[config.mk]
export PLATFORM = sky130hd
export DESIGN_NAME = child_validator_array
export DESIGN_NICKNAME = d
export VERILOG_FILES = /design/src/rtl/child_validator_array.sv
export SDC_FILE = /design/constraint.sdc
export NUM_CORES = 1
export LEC_CHECK = 0
export ABC_AREA = 1
export BUFFER_PORTS_ARGS = -buffer_cell sky130_fd_sc_hd__buf_4
export CAP_MARGIN = 25
export CORE_ASPECT_RATIO = 1.2
export CORE_MARGIN = 4
export CORE_UTILIZATION = 59
export CTS_CLUSTER_SIZE = 20
export DETAILED_ROUTE_END_ITERATION = 8
export PLACE_DENSITY = 0.86
export SETUP_SLACK_MARGIN = 0.3
export SYNTH_ARGS = -nofsm -noshare
export SYNTH_HDL_FRONTEND = slang
export SYNTH_SLANG_ARGS = --single-unit
[constraint.sdc]
create_clock -name clock -period 8.73 [get_ports clock]
set_input_delay 1.3095 -clock clock [delete_from_list [all_inputs] [get_ports clock]]
set_output_delay 1.3095 -clock clock [all_outputs]
set_load 0.005 [all_outputs]
[src/rtl/child_validator_array.sv]
// child_validator_array: filters a batch of expanded children against the open/closed lists
// and streams the survivors out lowest slot first.
module child_validator_array #(
    parameter int NUM_CHILDREN = 8,
    parameter int G_W = 12,
    parameter int ID_W = 16,
    parameter bit ALLOW_EQUAL = 1'b0
) (
    input  logic                                 clock,
    input  logic                                 reset,
    input  logic                                 in_valid,
    output logic                                 in_ready,
    input  logic [NUM_CHILDREN-1:0]              children_v,
    input  logic [NUM_CHILDREN*G_W-1:0]          children_g,
    input  logic [NUM_CHILDREN*ID_W-1:0]         children_id,
    input  logic [NUM_CHILDREN-1:0]              open_list,
    input  logic [NUM_CHILDREN-1:0]              close_list,
    input  logic [NUM_CHILDREN*G_W-1:0]          open_list_g_int,
    output logic                                 out_valid,
    input  logic                                 out_ready,
    output logic [ID_W-1:0]                      out_id,
    output logic [G_W-1:0]                       out_g,
    output logic                                 out_last,
    output logic                                 batch_done,
    output logic [$clog2(NUM_CHILDREN+1)-1:0]    batch_count
);
    localparam int CW = $clog2(NUM_CHILDREN + 1);
    localparam logic [1:0] IDLE = 2'd0, EVAL = 2'd1, EMIT = 2'd2;
    logic [1:0] state_q, state_d;
    logic [NUM_CHILDREN-1:0] v_q, op_q, cl_q, mask_q, mask_d, mask_eval, mask_rest;
    logic [NUM_CHILDREN*G_W-1:0] g_q, og_q;
    logic [NUM_CHILDREN*ID_W-1:0] id_q;
    logic [CW-1:0] cnt_q, cnt_d, pop;
    logic done_q, done_d, take_in, take_out;
    logic [ID_W-1:0] sel_id;
    logic [G_W-1:0] sel_g;
    always_comb begin
        take_in = in_valid && state_q == IDLE;
        take_out = out_ready && state_q == EMIT;
        mask_rest = mask_q & (mask_q - NUM_CHILDREN'(1));
        mask_eval = '0;
        pop = '0;
        sel_id = '0;
        sel_g = '0;
        for (int k = 0; k < NUM_CHILDREN; k++) begin
            mask_eval[k] = v_q[k] & ~cl_q[k] & (~op_q[k] | (ALLOW_EQUAL ?
                g_q[k*G_W +: G_W] <= og_q[k*G_W +: G_W] : g_q[k*G_W +: G_W] < og_q[k*G_W +: G_W]));
            pop = pop + CW'(mask_eval[k]);
        end
        // descending scan so the lowest set slot wins
        for (int k = NUM_CHILDREN - 1; k >= 0; k--) begin
            if (mask_q[k]) begin
                sel_id = id_q[k*ID_W +: ID_W];
                sel_g = g_q[k*G_W +: G_W];
            end
        end
        state_d = state_q == IDLE ? (take_in ? EVAL : IDLE) :
                  state_q == EVAL ? (|mask_eval ? EMIT : IDLE) :
                  state_q == EMIT ? (take_out && mask_rest == '0 ? IDLE : EMIT) : IDLE;
        mask_d = state_q == EVAL ? mask_eval : take_out ? mask_rest : mask_q;
        cnt_d = state_q == EVAL ? pop : cnt_q;
        done_d = (state_q == EVAL && mask_eval == '0) || (take_out && mask_rest == '0);
    end
    always_ff @(posedge clock) begin
        if (reset) begin
            state_q <= IDLE;
            mask_q <= '0;
            cnt_q <= '0;
            done_q <= 1'b0;
            v_q <= '0;
            op_q <= '0;
            cl_q <= '0;
            g_q <= '0;
            og_q <= '0;
            id_q <= '0;
        end else begin
            state_q <= state_d;
            mask_q <= mask_d;
            cnt_q <= cnt_d;
            done_q <= done_d;
            if (take_in) begin
                v_q <= children_v;
                op_q <= open_list;
                cl_q <= close_list;
                g_q <= children_g;
                og_q <= open_list_g_int;
                id_q <= children_id;
            end
        end
    end
    assign in_ready = !reset && state_q == IDLE;
    assign out_valid = !reset && state_q == EMIT;
    assign out_last = out_valid && mask_rest == '0;
    assign out_id = out_valid ? sel_id : '0;
    assign out_g = out_valid ? sel_g : '0;
    assign batch_done = !reset && done_q;
    assign batch_count = reset ? '0 : cnt_q;
endmodule

# Word-level counts from Yosys, hierarchy flattened
# Cells that the tools add are included.
# Widths: inputs -> output; s select.
[op_classes]
div = 0
bitwise = 41
n_shift = 0
add_sub_neg = 8
n_lt_le_gt_ge = 8
n_mul = 0
muxes = 27
reduce_logical = 15
n_eq_ne = 2
[ops]
columns = ["cell", "n"]
rows = [
  ["$mux 16", 9],
  ["$mux 12", 9],
  ["$lt 12x12->1", 8],
  ["$add 4x1->4", 4],
  ["$and 1x1->1", 16],
  ["$logic_not 8->1", 2],
  ["$mux 8", 2],
  ["$not 1->1", 16],
  ["$mux 2", 5],
  ["$and 8x8->8", 1],
  ["$logic_and 1x1->1", 8],
  ["$or 1x1->1", 8],
  ["$reduce_or 8->1", 1],
  ["$sub 8x1->8 const B", 1],
  ["$add 3x1->4", 1],
  ["$mux 4", 1],
  ["$add 2x1->3", 1],
  ["$add 1x1->2", 1],
  ["$eq 2x1->1 const B", 1],
  ["$eq 2x2->1 const B", 1],
  ["$logic_not 2->1", 1],
  ["$reduce_bool 2->1", 1],
  ["$logic_not 1->1", 1],
  ["$logic_or 1x1->1", 1],
  ["$mux 1", 1],
]
[word_totals]
latch_bits = 0
rom_bits = 0
register_bits = 359
in_bits = 348
ramBits = 0
memories = 0

# Logic depth before layout (Yosys ltp)
[depth]
depth_word = 10
mapped_depth = 21
ltp_nobuf = 21

# Worst setup path before layout
# OpenSTA, ideal clock, no wires.
[synth_path]
path_type = "reg2reg"
start = "register og_q[23]"
end = "register cnt_q[2]"
slack_ns = 4.951
t_arrival_ns = 3.709
path_stages_with_launch = 20
required_ns = 8.660
synth_period_minus_slack_ns = 3.779
setup_time_ns = 0.070
path_cell_list = "dfxtp_1 inv_1 ha_1 nand2_1 nor3_1 nand3_1 a21oi_1 o21ai_0 nand2_1 inv_1 fa_1 inv_1 fa_1 inv_1 fa_1 ha_1 inv_1 fa_1 xor2_1 a21oi_1"
[synth_between]
elab_chain_len = 10
[synth_rtl]
columns = ["item", "line", "rtl"]
rows = [
  ["from (decl)", "31", "logic [NUM_CHILDREN*G_W-1:0] g_q, og_q;"],
  ["from (signal assigned)", "86", "og_q <= open_list_g_int;"],
  ["$lt 12x12->1", "47", "g_q[k*G_W +: G_W] <= og_q[k*G_W +: G_W] : g_q[k*G_W +: G_W] < og_q[k*G_W +: G_W]));"],
  ["$or 1x1->1", "46", "mask_eval[k] = v_q[k] & ~cl_q[k] & (~op_q[k] | (ALLOW_EQUAL ?"],
  ["$and 1x1->1", "46", ""],
  ["$add 1x1->2", "48", "pop = pop + CW'(mask_eval[k]);"],
  ["$add 2x1->3", "48", ""],
  ["$add 3x1->4", "48", ""],
  ["$add 4x1->4 (4 in series)", "48", ""],
  ["to (signal assigned)", "79", "cnt_q <= cnt_d;"],
  ["to (decl)", "33", "logic [CW-1:0] cnt_q, cnt_d, pop;"],
]
# Every way passes these cells.
# A chain may end at the register's enable or synchronous reset.

# Final worst setup path
[layout_path]
start = "register mask_q[6]"
end = "output out_g[6]"
[layout_between]
elab_chain_len = 8
[layout_rtl]
columns = ["item", "line", "rtl"]
rows = [
  ["from (decl)", "30", "logic [NUM_CHILDREN-1:0] v_q, op_q, cl_q, mask_q, mask_d, mask_eval, mask_rest;"],
  ["from (signal assigned)", "78", "mask_q <= mask_d;"],
  ["$mux 12 (7 in series)", "52", "if (mask_q[k]) begin"],
  ["$mux 12", "95", "assign out_g = out_valid ? sel_g : '0;"],
  ["to (decl)", "22", "output logic [G_W-1:0] out_g,"],
]
# Every way passes these cells.

==> summary.md <==
| Metric | Value |
|---|---|
| WL/cell | `17.9 µm` |
| Leak | `9.29 nW` |
| CORE AREA | `27400 µm²` |
| Placed Instance Area | `a little under 20000 µm²` |
| Post-layout instance count excluding filler cells | `2962` |
| Net Count, Synth | `2722` |
| CP cell instances | `inv_2 -> nand2_2 -> inv_4 -> a22oi_1 -> a21oi_1 -> nor2_1 -> o21ai_0 -> o211ai_1 -> a21oi_1 -> buf_4` |
| Final Max Slew Viols | `0` |
| Initial core utilization | `60.5%` |
| Clk root buf | `clkbuf_16` |
| Total global-route track usage | `32.6%` |
| Clk buf depth | `3` |
| Die width | `161 µm` |
| Synth Register Bits | `359` |
| CTS Hold Bufs | `0` |
| Placed cells | `2893` |
| Rel. slew slack | `23.6%` |
| Io pins | `about 380` |
| GRT overflow | `0` |
| Most Crowded Layer GR | `met2` |
| Synthesized area per cell | `slightly above 7 µm²` |
| Clock Skews | `12.3 ps` |
| DRT Pass-1 Iters | `5` |
| Shortest period the worst path allows | `4470 ps` |
| Final Hold Fails | `0` |
| Maximum vdd drop | `195 µV` |
| GRT met2 Usage | `around 56%` |
| Initial antenna violation count | `5` |
| Grt met3 use | `under 10%` |
| Fin area | `around 21000 µm²` |
| Synth warn | `0` |
| CP startpoint | `mask_q[6]$_SDFFE_PP0P_` |
| Total power | `roughly 4 mW` |
| Crit. End Element | `output port` |
| R2R Path Start | `og_q[19]$_SDFFE_PP0P_` |
| MaxCap Viol Count | `0` |
| PD cells | `198 nW/µm²` |
| Hold slack final | `453 ps` |
| Worst min path class | `register to register` |
| First-pass GRT wire length | `slightly above 80000 µm` |
| Post-detail-place hpwl | `38200 µm` |
| Die Area | `between 30000 and 40000 µm²` |
| Worst-Margin Slew | `1150 ps` |
| IO Port Bufs | `383` |
| Antenna Nets Post-Route | `0` |
| CP max stage cell | `dfxtp_1` |
| Vias in the first global route | `~16000` |
| Reg area | `7190 µm²` |
| Layout net count | `3005` |
| Synth Cell Area | `16600 µm²` |
| Area growth from synthesis to layout | `24.0%` |
| Seq/Total Area, Yosys | `43.4%` |
| CTS tree | `built` |
| Worst path arrival time | `3160 ps` |
| Final setup vio count | `0` |
| DRC Markers | `0` |
| Achievable frequency | `224 MHz` |
| Mapped Cells | `2278` |
| Reg2reg path depth | `19` |
| Routability Congestion | `0.935` |
| Die Ht | `192 µm` |
| Worst setup SP type | `register` |
| Mean number of vias per cell | `between 5 and 6` |
| Setup TNS | `0 ps` |
| Reg2reg setup slack | `4690 ps` |
| RSZ-0062 raised after global routing | `no` |
| GR Util met1 | `38.6%` |
| Clk_lat worst skew | `around 530 ps` |
| Site Rows | `66` |
| Most common cell after layout, fill and taps aside | `nor2_1` |
| Filler cells | `2187` |
| Total CTS buffers | `37` |
| Unique masters post-synth | `39` |
| # resized after CTS | `0` |
| Outcome | `finished clean` |
| Commonest cells after routing, fill and taps aside | `nor2_1 (482), buf_4 (392), o21ai_0 (386)` |
| Vias | `16600` |
| Drt first-iter violations | `1361` |
| Routed WL | `52900 µm` |
| EDFF count, synth | `0` |
| Clock transition at path regs | `60 ps` |
| CP Class | `register to output port` |
| Largest net degree at the start of global routing | `240` |
| FFs w/ async S/R, synth | `0%` |
| Final Cycle Share | `about half` |
| Clock Sinks | `359` |
| R2r endpoint | `cnt_q[2]$_SDFFE_PP0P_` |
| Area of the multi-input gates | `7970 µm²` |
| Max FO, Critical Path | `27` |
| Share of layout cells above drive strength 1 | `18.1%` |
| Top_reg_cell synth | `dfxtp_1` |
| CP Capture Point | `out_g[6]` |
| Max incr delay on CP | `600 ps` |
| Setup Fix Bufs, Post-CTS | `0` |
| H-tree depth | `2` |
| Worst EP required | `around 7400 ps` |
| Most frequent CP cell | `a21oi_1` |
worst min-delay path by stage:
| stage | start | to | cells past startpoint |
|---|---|---|---|
| 3_5_place_dp | id_q[50]$_SDFFE_PP0P_ | id_q[50]$_SDFFE_PP0P_ | 2 |
| 4_1_cts | v_q[6]$_SDFFE_PP0P_ | v_q[6]$_SDFFE_PP0P_ | 2 |
| 2_1_floorplan | og_q[12]$_SDFFE_PP0P_ | og_q[12]$_SDFFE_PP0P_ | 2 |
| 3_3_place_gp | og_q[12]$_SDFFE_PP0P_ | og_q[12]$_SDFFE_PP0P_ | 2 |
| 5_1_grt | og_q[59]$_SDFFE_PP0P_ | og_q[59]$_SDFFE_PP0P_ | 2 |
| 6_report | v_q[6]$_SDFFE_PP0P_ | v_q[6]$_SDFFE_PP0P_ | 2 |
per-stage QoR:
stage | setup slack, ps | util (%)
5_1_grt | 4020 | 75.0
2_1_floorplan | 4950 | -
3_3_place_gp | 4700 | 70.6
6_report | 4270 | 75.0
3_5_place_dp | 4670 | 70.6
4_1_cts | 4120 | 74.7
per-layer routing:
layer	part of all wire (%)	up-vias	wire, µm
li1	-	8105	-
met1	38	7620	20000
met2	49	730	25800
met3	7.4	159	3910
met4	6.1	0	3220
met5	0	-	0
cell type report:
class                   instances  share of cell area, %
diodes                          6                 0.0730
clock buffers                  53                   5.28
clock inverters                 7                  0.207
inverters                     204                   3.80
multi-input cells            1564                   38.8
flip-flops and latches        359                   35.0
well taps                     374                   2.28
repair buffers                395                   14.6
registers in the layout, summed over array words and instances (netlist names):
name,cells
mask_q,8
done_q,1
g_q,96
cnt_q,4
state_q,2
og_q,96
v_q,8
cl_q,8
id_q,128
op_q,8
synthesized netlist by cell type, types with 3 or more instances:
cell	number	area share (%)
buf_2	45	1.4
o221ai_1	28	1.5
inv_2	4	0.091
nor2_1	482	11
a21oi_1	255	7.7
fa_1	4	0.48
nor4_1	5	0.19
buf_1	6	0.14
a31oi_1	16	0.60
nor3_1	11	0.33
o21ai_1	8	0.24
nand2_1	212	4.8
buf_4	4	0.18
nand3_1	15	0.45
inv_1	197	4.5
clkbuf_1	93	2.1
o21ai_0	386	12
buf_6	3	0.20
o22ai_1	17	0.64
o211ai_1	8	0.36
dfxtp_1	359	43
ha_1	92	6.9
a221oi_1	3	0.16
worst max-delay path, delay by kind of cell, from the launching register on:
| family | cells | cell delay [ps] |
|---|---|---|
| flip-flops | 1 | 600 |
| AO/OA/AOI/OAI | 5 | 1170 |
| buffers and inverters | 3 | 690 |
| AND/OR/NAND/NOR | 2 | 150 |
power by group:
part           switching (mW)  internal (mW)  total [mW]
Sequential             0.0808           1.77        1.85
Clock                   0.638          0.860        1.50
Combinational           0.423          0.293       0.716
Total                    1.14           2.93        4.07
cells by family (layout without fill, tap and decap cells):
group,Yosys count,in the layout,synth area share (%)
AO/OA/AOI/OAI,732,732,23.4
XOR/XNOR,1,1,0.0528
adder cells (fa/ha/maj),96,96,7.43
buffers and inverters,355,659,8.62
flip-flops,359,359,43.4
other,0,6,0
AND/OR/NAND/NOR,735,735,17.2
(Power assumes the default switching activity.)
